[src/rtl/cmp_arb_pkg.sv]
// Shared types and relation-flag encodings for the cmp_arbiter compare sequencer.
package cmp_arb_pkg;

    typedef enum logic [1:0] {
        IDLE = 2'd0,
        CMP  = 2'd1,
        RESP = 2'd2
    } cmp_arb_state_e;

    // {y, z} relation flags
    typedef logic [1:0] rel_t;

    localparam rel_t REL_GT   = 2'b10;
    localparam rel_t REL_LT   = 2'b01;
    localparam rel_t REL_EQ   = 2'b11;
    localparam rel_t REL_NONE = 2'b00;

endpackage

[src/rtl/cmp_arbiter_rel.sv]
// Combinational magnitude compare producing {y, z} relation flags.
// Define CMP_ARBITER_SIGNED_EN to compare operands as two's-complement values.
module cmp_arbiter_rel
    import cmp_arb_pkg::*;
#(
    parameter int unsigned DATA_W = 8
) (
    input  logic [DATA_W-1:0] a,
    input  logic [DATA_W-1:0] b,
    output rel_t              rel_c
);

    always_comb begin
        rel_c = REL_EQ;
`ifdef CMP_ARBITER_SIGNED_EN
        if ($signed(a) > $signed(b)) begin
            rel_c = REL_GT;
        end else if ($signed(a) < $signed(b)) begin
            rel_c = REL_LT;
        end
`else
        if (a > b) begin
            rel_c = REL_GT;
        end else if (a < b) begin
            rel_c = REL_LT;
        end
`endif
    end

endmodule

[src/rtl/cmp_arbiter.sv]
// Round-robin sequencer sharing one registered compare unit among NUM_REQ requesters.
// Build option: CMP_ARBITER_SIGNED_EN selects a signed compare (see cmp_arbiter_rel).
module cmp_arbiter
    import cmp_arb_pkg::*;
#(
    parameter int unsigned NUM_REQ = 4,
    parameter int unsigned DATA_W  = 8,
    parameter int unsigned ID_W    = $clog2(NUM_REQ)
) (
    input  logic                      clk,
    input  logic                      rst,
    input  logic [NUM_REQ-1:0]        req_valid,
    output logic [NUM_REQ-1:0]        req_ready,
    input  logic [NUM_REQ*DATA_W-1:0] req_a,
    input  logic [NUM_REQ*DATA_W-1:0] req_b,
    output logic                      rsp_valid,
    input  logic                      rsp_ready,
    output logic [ID_W-1:0]           rsp_id,
    output logic                      rsp_y,
    output logic                      rsp_z
);

    localparam logic [ID_W-1:0] LAST_ID = ID_W'(NUM_REQ - 1);

    cmp_arb_state_e    state;
    logic [ID_W-1:0]   rr_ptr;
    logic [DATA_W-1:0] op_a;
    logic [DATA_W-1:0] op_b;
    logic [DATA_W-1:0] a_arr [NUM_REQ];
    logic [DATA_W-1:0] b_arr [NUM_REQ];
    logic              any_valid;
    logic [ID_W-1:0]   sel;
    int unsigned       idx;
    rel_t              rel_c;

    for (genvar i = 0; i < NUM_REQ; i++) begin : g_unpack
        assign a_arr[i] = req_a[i*DATA_W +: DATA_W];
        assign b_arr[i] = req_b[i*DATA_W +: DATA_W];
    end

    // First valid requester at or after rr_ptr; idx stays below NUM_REQ for any NUM_REQ.
    always_comb begin
        any_valid = 1'b0;
        sel       = '0;
        idx       = 0;
        for (int unsigned k = 0; k < NUM_REQ; k++) begin
            idx = 32'(rr_ptr) + k;
            if (idx >= NUM_REQ) begin
                idx = idx - NUM_REQ;
            end
            if (!any_valid && req_valid[ID_W'(idx)]) begin
                any_valid = 1'b1;
                sel       = ID_W'(idx);
            end
        end
    end

    // Grant is combinational in IDLE so the handshake completes in the selection cycle.
    always_comb begin
        req_ready = '0;
        if (!rst && state == IDLE && any_valid) begin
            req_ready[sel] = 1'b1;
        end
    end

    cmp_arbiter_rel #(
        .DATA_W (DATA_W)
    ) u_rel (
        .a     (op_a),
        .b     (op_b),
        .rel_c (rel_c)
    );

    always_ff @(posedge clk or posedge rst) begin
        if (rst) begin
            state          <= IDLE;
            rr_ptr         <= '0;
            op_a           <= '0;
            op_b           <= '0;
            rsp_valid      <= 1'b0;
            rsp_id         <= '0;
            {rsp_y, rsp_z} <= REL_NONE;
        end else begin
            case (state)
                IDLE: begin
                    if (any_valid) begin
                        op_a   <= a_arr[sel];
                        op_b   <= b_arr[sel];
                        rsp_id <= sel;
                        state  <= CMP;
                    end
                end
                CMP: begin
                    {rsp_y, rsp_z} <= rel_c;
                    rsp_valid      <= 1'b1;
                    state          <= RESP;
                end
                RESP: begin
                    // Result held until accepted; no new grant until back in IDLE.
                    if (rsp_ready) begin
                        rsp_valid      <= 1'b0;
                        {rsp_y, rsp_z} <= REL_NONE;
                        rr_ptr         <= (rsp_id == LAST_ID) ? '0 : rsp_id + ID_W'(1);
                        state          <= IDLE;
                    end
                end
                default: begin
                    state <= IDLE;
                end
            endcase
        end
    end

endmodule

[config.mk]
export PLATFORM = sky130hd
export DESIGN_NAME = cmp_arbiter
export DESIGN_NICKNAME = d
export VERILOG_FILES = /design/src/rtl/cmp_arb_pkg.sv /design/src/rtl/cmp_arbiter_rel.sv /design/src/rtl/cmp_arbiter.sv
export SDC_FILE = /design/constraint.sdc
export NUM_CORES = 1
export LEC_CHECK = 0
export CAP_MARGIN = 10
export CORE_MARGIN = 8
export CORE_UTILIZATION = 35
export DETAILED_ROUTE_END_ITERATION = 12
export GPL_TIMING_DRIVEN = 0
export HOLD_SLACK_MARGIN = 0.05
export PLACE_DENSITY = 0.66
export SYNTH_ARGS = -nofsm -noshare
export SYNTH_HDL_FRONTEND = slang
export SYNTH_HIERARCHICAL = 1
export SYNTH_SLANG_ARGS = --single-unit
[constraint.sdc]
create_clock -name clk -period 5 [get_ports clk]
set_input_delay 0.5 -clock clk [delete_from_list [all_inputs] [get_ports clk]]
set_output_delay 0.5 -clock clk [all_outputs]
set_load 0.01 [all_outputs]
==> flow_summary.yaml, run 1 <==
die:
  die_w_um: 88.9
  die_area_um2: 7910
  core-area_um2: 5110
  io_pins: 80
  start_util: 0.365
  fp.dieH_um: 88.9
  rows: 26
yosys:
  synth-edff-count: 0
  synth_area_per_cell_um2: 9.45
  synthesis.area_um2: 1860
  synth_seq_cells: 25
  syn_inst: 197
  async_flop_share: 1.00
  synth_area_leaders: "dfrtp_1, ha_1, mux2_2, a221oi_1, a21oi_1"
  ys.flop_type: "dfrtp_1"
  synth_top_area_cell: "dfrtp_1"
  ys_seq_area_frac: 0.336
  ys_types: 42
  syn-num-nets: 277
  yosysWarnings: 6
  synth_top_area_frac: 0.336
placed_design:
  dp_hpwl_mm: 4.34
  placedCellCount: 344
  port_buffers: 77
  placed_cell_area_um2: 2720
  pre_cts_ws_ps: 1670
  gp_congestion: 0.764
clock_tree:
  post_cts_resized: 0
  h-tree-depth: 1
  clk_latency_ps: 280
  numCtsBuffers: 3
  cts_tree: "done"
  root_buffer: "clkbuf_8"
  cts_buffer_depth: 2
  cts_sinks: 25
  cts.clk_slew.worst_paths_ps: 90
  hold_buffers: 0
  cts_setup_buffers: 0
final_layout:
  final_cell_count_no_fill: 348
  nets: 359
  fin_util: 0.542
  layout-drive-gt1-share: 0.155
  fillers: 490
  multi_input_area_um2: 1100
  syn_to_final_growth_pct: 48.8
  final_area_um2: 2770
  seqCellArea_um2: 626
  antenna_cells: 0
power:
  pwr-share-clk: 0.097
  p_int_w: 0.000794
  p_leak_nw: 1.18
  comb_power_share: 0.621
  switching_share: 0.420
  power_switching_w: 0.000575
  irDropWorstVdd_mv: 0.202
  powerDensity_nw_per_um2: 494
  pwr-share-seq: 0.282
global_route:
  grt.met2_usage: 0.225
  grt_use_met3: 0.0478
  grt_pass1_wl_mm: 8.99
  grt_util_all_layers: 0.145
  antenna_found_initial: 0
  busiest_layer: "met2"
  overflow: 0
  grt_pass1_vias: 1872
  grt_use_met1: 0.184
  grt_max_degree: 30
sta:
  fin_ws_ps: 1700
  hold_viol_final: 0
  setup_viol: 0
  fin_setup_tns_ps: 0
  clock_skew_ps: 11.8
  post-route-period-util: 0.661
  worst_pin_slew_ps: 1060
  min_period_ps: 3300
  drv_slew: 0
  timing.slew.headroom: 0.293
  rsz0062_at_grt: "no"
  max_freq_ghz: 0.303
routing:
  first_pass_iters: 4
  wl_per_cell_um: 15.8
  ant_nets: 0
  first_iter_violations: 52
  wl_mm: 5.49
  viasPerCell: 5.06
  routed-via-count: 1761
  drc: 0
critical_path:
  cpPeakStageDelay_ps: 560
  cp-start-kind: "input pin"
  crit_type: "in -> out"
  cp_common_cell: "clkdlybuf4s50_1"
  cp_top_family: "buffers and inverters"
  cp-end-kind: "primary output"
  cp_num_buf_inv: 3
  cp.required_ps: 4500
  crit_path_cell_trace: "clkdlybuf4s50_1 -> or3_4 -> nand2_1 -> clkbuf_1 -> and3_1 -> clkdlybuf4s50_1"
  cp_max_fo: 10
  arrival_ps: 2800
  r2r_setup_slack_ps: 3150
  crit_slowest_cell: "clkdlybuf4s50_1"
outcome:
  status: "finished, final reports clean"
run:
  drv_cap: 0
min_path:
  min_path_type: "reg -> reg"
metal layers:
layer | up-vias | wire (um)
met3 | 5 | 494
met1 | 803 | 2430
met4 | 0 | 79
met5 | - | 0
li1 | 885 | -
met2 | 68 | 2480
worst paths after layout:
| check | from | cells after the start | endpoint |
|---|---|---|---|
| max in group asynchronous | rst | 2 | op_a[7]$_DFFE_PP0P_ |
| max | req_valid[3] | 6 | req_ready[0] |
| min in group asynchronous | rst | 2 | op_b[7]$_DFFE_PP0P_ |
| max reg2reg | rr_ptr[0]$_DFFE_PP0P_ | 7 | op_b[2]$_DFFE_PP0P_ |
| min reg2reg | op_b[5]$_DFFE_PP0P_ | 2 | op_b[5]$_DFFE_PP0P_ |
| min | op_b[5]$_DFFE_PP0P_ | 2 | op_b[5]$_DFFE_PP0P_ |
logic make-up (layout without fill, tap and decap cells):
kind of cell | Yosys count | count (layout) | synth area share
and+or+nand+nor | 60 | 60 | 0.161
AOI/OAI and AO/OA | 60 | 60 | 0.252
muxes | 19 | 19 | 0.119
DFF | 25 | 25 | 0.336
adders and majority gates | 9 | 9 | 0.0605
buffers and inverters | 24 | 105 | 0.0719
registers in the layout (all words and copies together) (netlist names):
register / count
op_a: 8
op_b: 8
rr_ptr: 2
rsp_id: 2
state: 2
rsp_valid: 1
rsp_y: 1
rsp_z: 1
per-stage QoR:
step	hold WS, ps	total power [W]
after global placement	503	0.00123
after global routing	554	0.00150
after detailed placement	506	0.00125
after floorplan	482	0.000986
final	522	0.00137
after CTS	527	0.00139
cells in the mapped netlist (all sizes together) (2+ instances only):
cell type / n
dfrtp: 25
a21oi: 23
nor2: 22
nand2: 21
mux2: 13
inv: 12
a221oi: 11
ha: 9
buf: 8
mux2i: 6
o21ai: 6
a221o: 5
o22a: 5
and3: 4
clkbuf: 4
nand2b: 2
nand3b: 2
nand4: 2
nor2b: 2
o221a: 2
o22ai: 2
or2: 2
layout by cell type, fill, tap and decap left out, types with 2 or more instances in the layout:
cell / n
a21oi_1: 19
a21oi_2: 4
a221o_1: 5
a221oi_1: 11
and3_1: 4
buf_2: 5
clkbuf_1: 3
clkbuf_8: 4
clkdlybuf4s50_1: 77
dfrtp_1: 25
ha_1: 9
inv_1: 11
mux2_2: 9
mux2_4: 4
mux2i_1: 6
nand2_1: 17
nand2_2: 4
nand2b_1: 2
nand3b_1: 2
nand4_1: 2
nor2_1: 22
o21ai_0: 4
o221a_2: 2
o22a_1: 5
o22ai_1: 2
or2_1: 2
area by class of cell:
cell class	instances	area share
Clock inverter	1	0.00316
Buffer	12	0.0321
Multi-Input combinational cell	148	0.398
Inverter	12	0.0163
Tap cell	70	0.0316
Timing Repair Buffer	77	0.278
Clock buffer	3	0.0149
Sequential cell	25	0.226
tightest hold or removal path: cells and delay by family (launching register included):
family | cells | cell delay, ps
AND/OR/NAND/NOR | 1 | 50
flip-flops | 1 | 350
AO/OA/AOI/OAI | 1 | 90
power by group through the flow:
stage,combinational (W),clock [W],sequential [W]
after detailed placement,0.000856,0,0.000392
after global routing,0.000958,0.000144,0.000403
after global placement,0.000845,0,0.000390
final,0.000850,0.000132,0.000387
after floorplan,0.000609,0,0.000377
after CTS,0.000863,0.000136,0.000388
Power figures use the tool's default switching activity.
==> run 2, diff against run 1 <==
PLACE_DENSITY = 0.69   (was 0.66)
clock period = 2.8 ns   (was 5 ns; I/O delays follow)
==> run 2 against run 1 <==
Combinational power rose by 79%. Largest cell class unchanged. Cell count fell by 0.29%. Sequential share of layout area barely moved. Highest routed layer unchanged. Largest power group unchanged. Utilization barely moved. Register-to-register slack got worse by 2200 ps.
==> flow_summary.yaml, run 2 (synthesis results as in run 1) <==
critical_path:
  cp.required_ps: 2520
  arrival_ps: 2380
  crit_type: "in -> out"
  cp_max_fo: 12
  r2r_setup_slack_ps: 990
  cp-start-kind: "input pin"
  cp-end-kind: "primary output"
final_layout:
  syn_to_final_growth_pct: 48.7
  top_regs: "op_a x8, op_b x8"
  layout-drive-gt1-share: 0.159
  layout_common_cells: "clkdlybuf4s50_1, dfrtp_1, nor2_1, a21oi_1, nand2_1"
  fin_util: 0.542
  final_common_cell: "clkdlybuf4s50_1"
  nets: 358
  final_area_um2: 2770
  antenna_cells: 0
  final_cell_count_no_fill: 347
outcome:
  status: "finished, final reports clean"
sta:
  max_freq_ghz: 0.377
  rsz0062_at_grt: "no"
  setup_viol: 0
  post-route-period-util: 0.948
  hold_viol_final: 0
  worst_pin_slew_ps: 614
  timing.slew.headroom: 0.589
  clock_skew_ps: 4.31
  hold_slack_ps: 430
  drv_slew: 0
  min_period_ps: 2660
routing:
  routed-via-count: 1778
  ant_nets: 0
  first_iter_violations: 77
  drc: 0
  viasPerCell: 5.12
  first_pass_iters: 4
  wl_per_cell_um: 15.5
  wl_mm: 5.39
power:
  p_leak_nw: 1.18
  powerDensity_nw_per_um2: 879
  irDropWorstVdd_mv: 0.375
  p_total_w: 0.00243
clock_tree:
  cts.clk_slew.worst_paths_ps: 90
  h-tree-depth: 1
  clk_latency_ps: 270
  numCtsBuffers: 3
  root_buffer: "clkbuf_8"
  cts_sinks: 25
  cts_tree: "done"
  cts_buffer_depth: 2
  hold_buffers: 0
die:
  fp.dieH_um: 88.9
  start_util: 0.365
  die_w_um: 88.9
  io_pins: 80
  die_area_um2: 7910
  rows: 26
  core-area_um2: 5110
placed_design:
  placed_cell_area_um2: 2720
  placedCellCount: 344
  port_buffers: 77
  gp_congestion: 0.764
  dp_hpwl_mm: 4.27
global_route:
  grt_util_all_layers: 0.138
  grt_pass1_vias: 1890
  antenna_found_initial: 0
  overflow: 0
  grt_max_degree: 30
  grt_pass1_wl_mm: 8.60
run:
  drv_cap: 0
min_path:
  min_path_type: "in -> async"
==> run 2: cell types whose count changed in the layout (fill, tap and decap cells not counted) <==
cell        before  now
buf_4            1    2
clkbuf_1         3    2
clkinvlp_4       0    1
inv_1           11   10
inv_6            1    0
==> run 2: stage by stage <==
| step | setup TNS, ps | setup slack [ps] |
|---|---|---|
| 2_1_floorplan | 0 | 1090 |
| 3_3_place_gp | -75.0 | -71.2 |
| 3_5_place_dp | -80.2 | -70.4 |
| 4_1_cts | 0 | 25.2 |
| 5_1_grt | 0 | 53.0 |
| 6_report | 0 | 145 |
==> run 2: final cells by class <==
type / count / area (um2)
inverters: 12 / 48.8
flip-flops and latches: 25 / 626
multi-input cells: 148 / 1100
clock buffers: 4 / 45.0
well taps: 70 / 87.6
fillers: 507 / 2340
plain buffers: 10 / 81.3
repair buffers: 78 / 778
==> run 2: worst max-delay path: stages <==
cell and delay, ps:
clkdlybuf4s50_1 550, or3_4 450, nand2_1 340, and3_1 210
clkdlybuf4s50_1 540
==> run 2: timing repair <==
action | 4_1_cts | 5_1_grt
endpoints found under the hold margin | 0 | 0
buffers inserted | 1 | 0
pin swaps | 1 | 0
resized for setup | 0 | 1
setup endpoints to repair | 3 | 2
==> run 2: metal layers <==
metal  part of all wire  up-vias  track usage  wire length (um)
li1                   -      887            -                 -
met1               0.43      815        0.167              2340
met2               0.46       68        0.226              2480
met3              0.096        8       0.0478               516
met4              0.011        0       0.0363                57
met5                  0        -            0                 0
==> run 2: report_power, final <==
group	internal, W	total (W)	switching, W
clock	0.000102	0.000219	0.000117
combinational	0.000769	0.00152	0.000752
sequential	0.000551	0.000693	0.000142
total	0.00142	0.00243	0.00101
==> run 2: worst paths after layout <==
check / from / end / depth (start not counted)
max in group asynchronous: rst / op_b[4]$_DFFE_PP0P_ / 2
worst min-delay path: rst / op_b[6]$_DFFE_PP0P_ / 2
worst max-delay path: req_valid[3] / req_ready[0] / 5
min in group clk: op_b[2]$_DFFE_PP0P_ / op_b[2]$_DFFE_PP0P_ / 2
worst max register to register: rr_ptr[1]$_DFFE_PP0P_ / op_b[4]$_DFFE_PP0P_ / 6
worst min register to register: op_b[2]$_DFFE_PP0P_ / op_b[2]$_DFFE_PP0P_ / 2
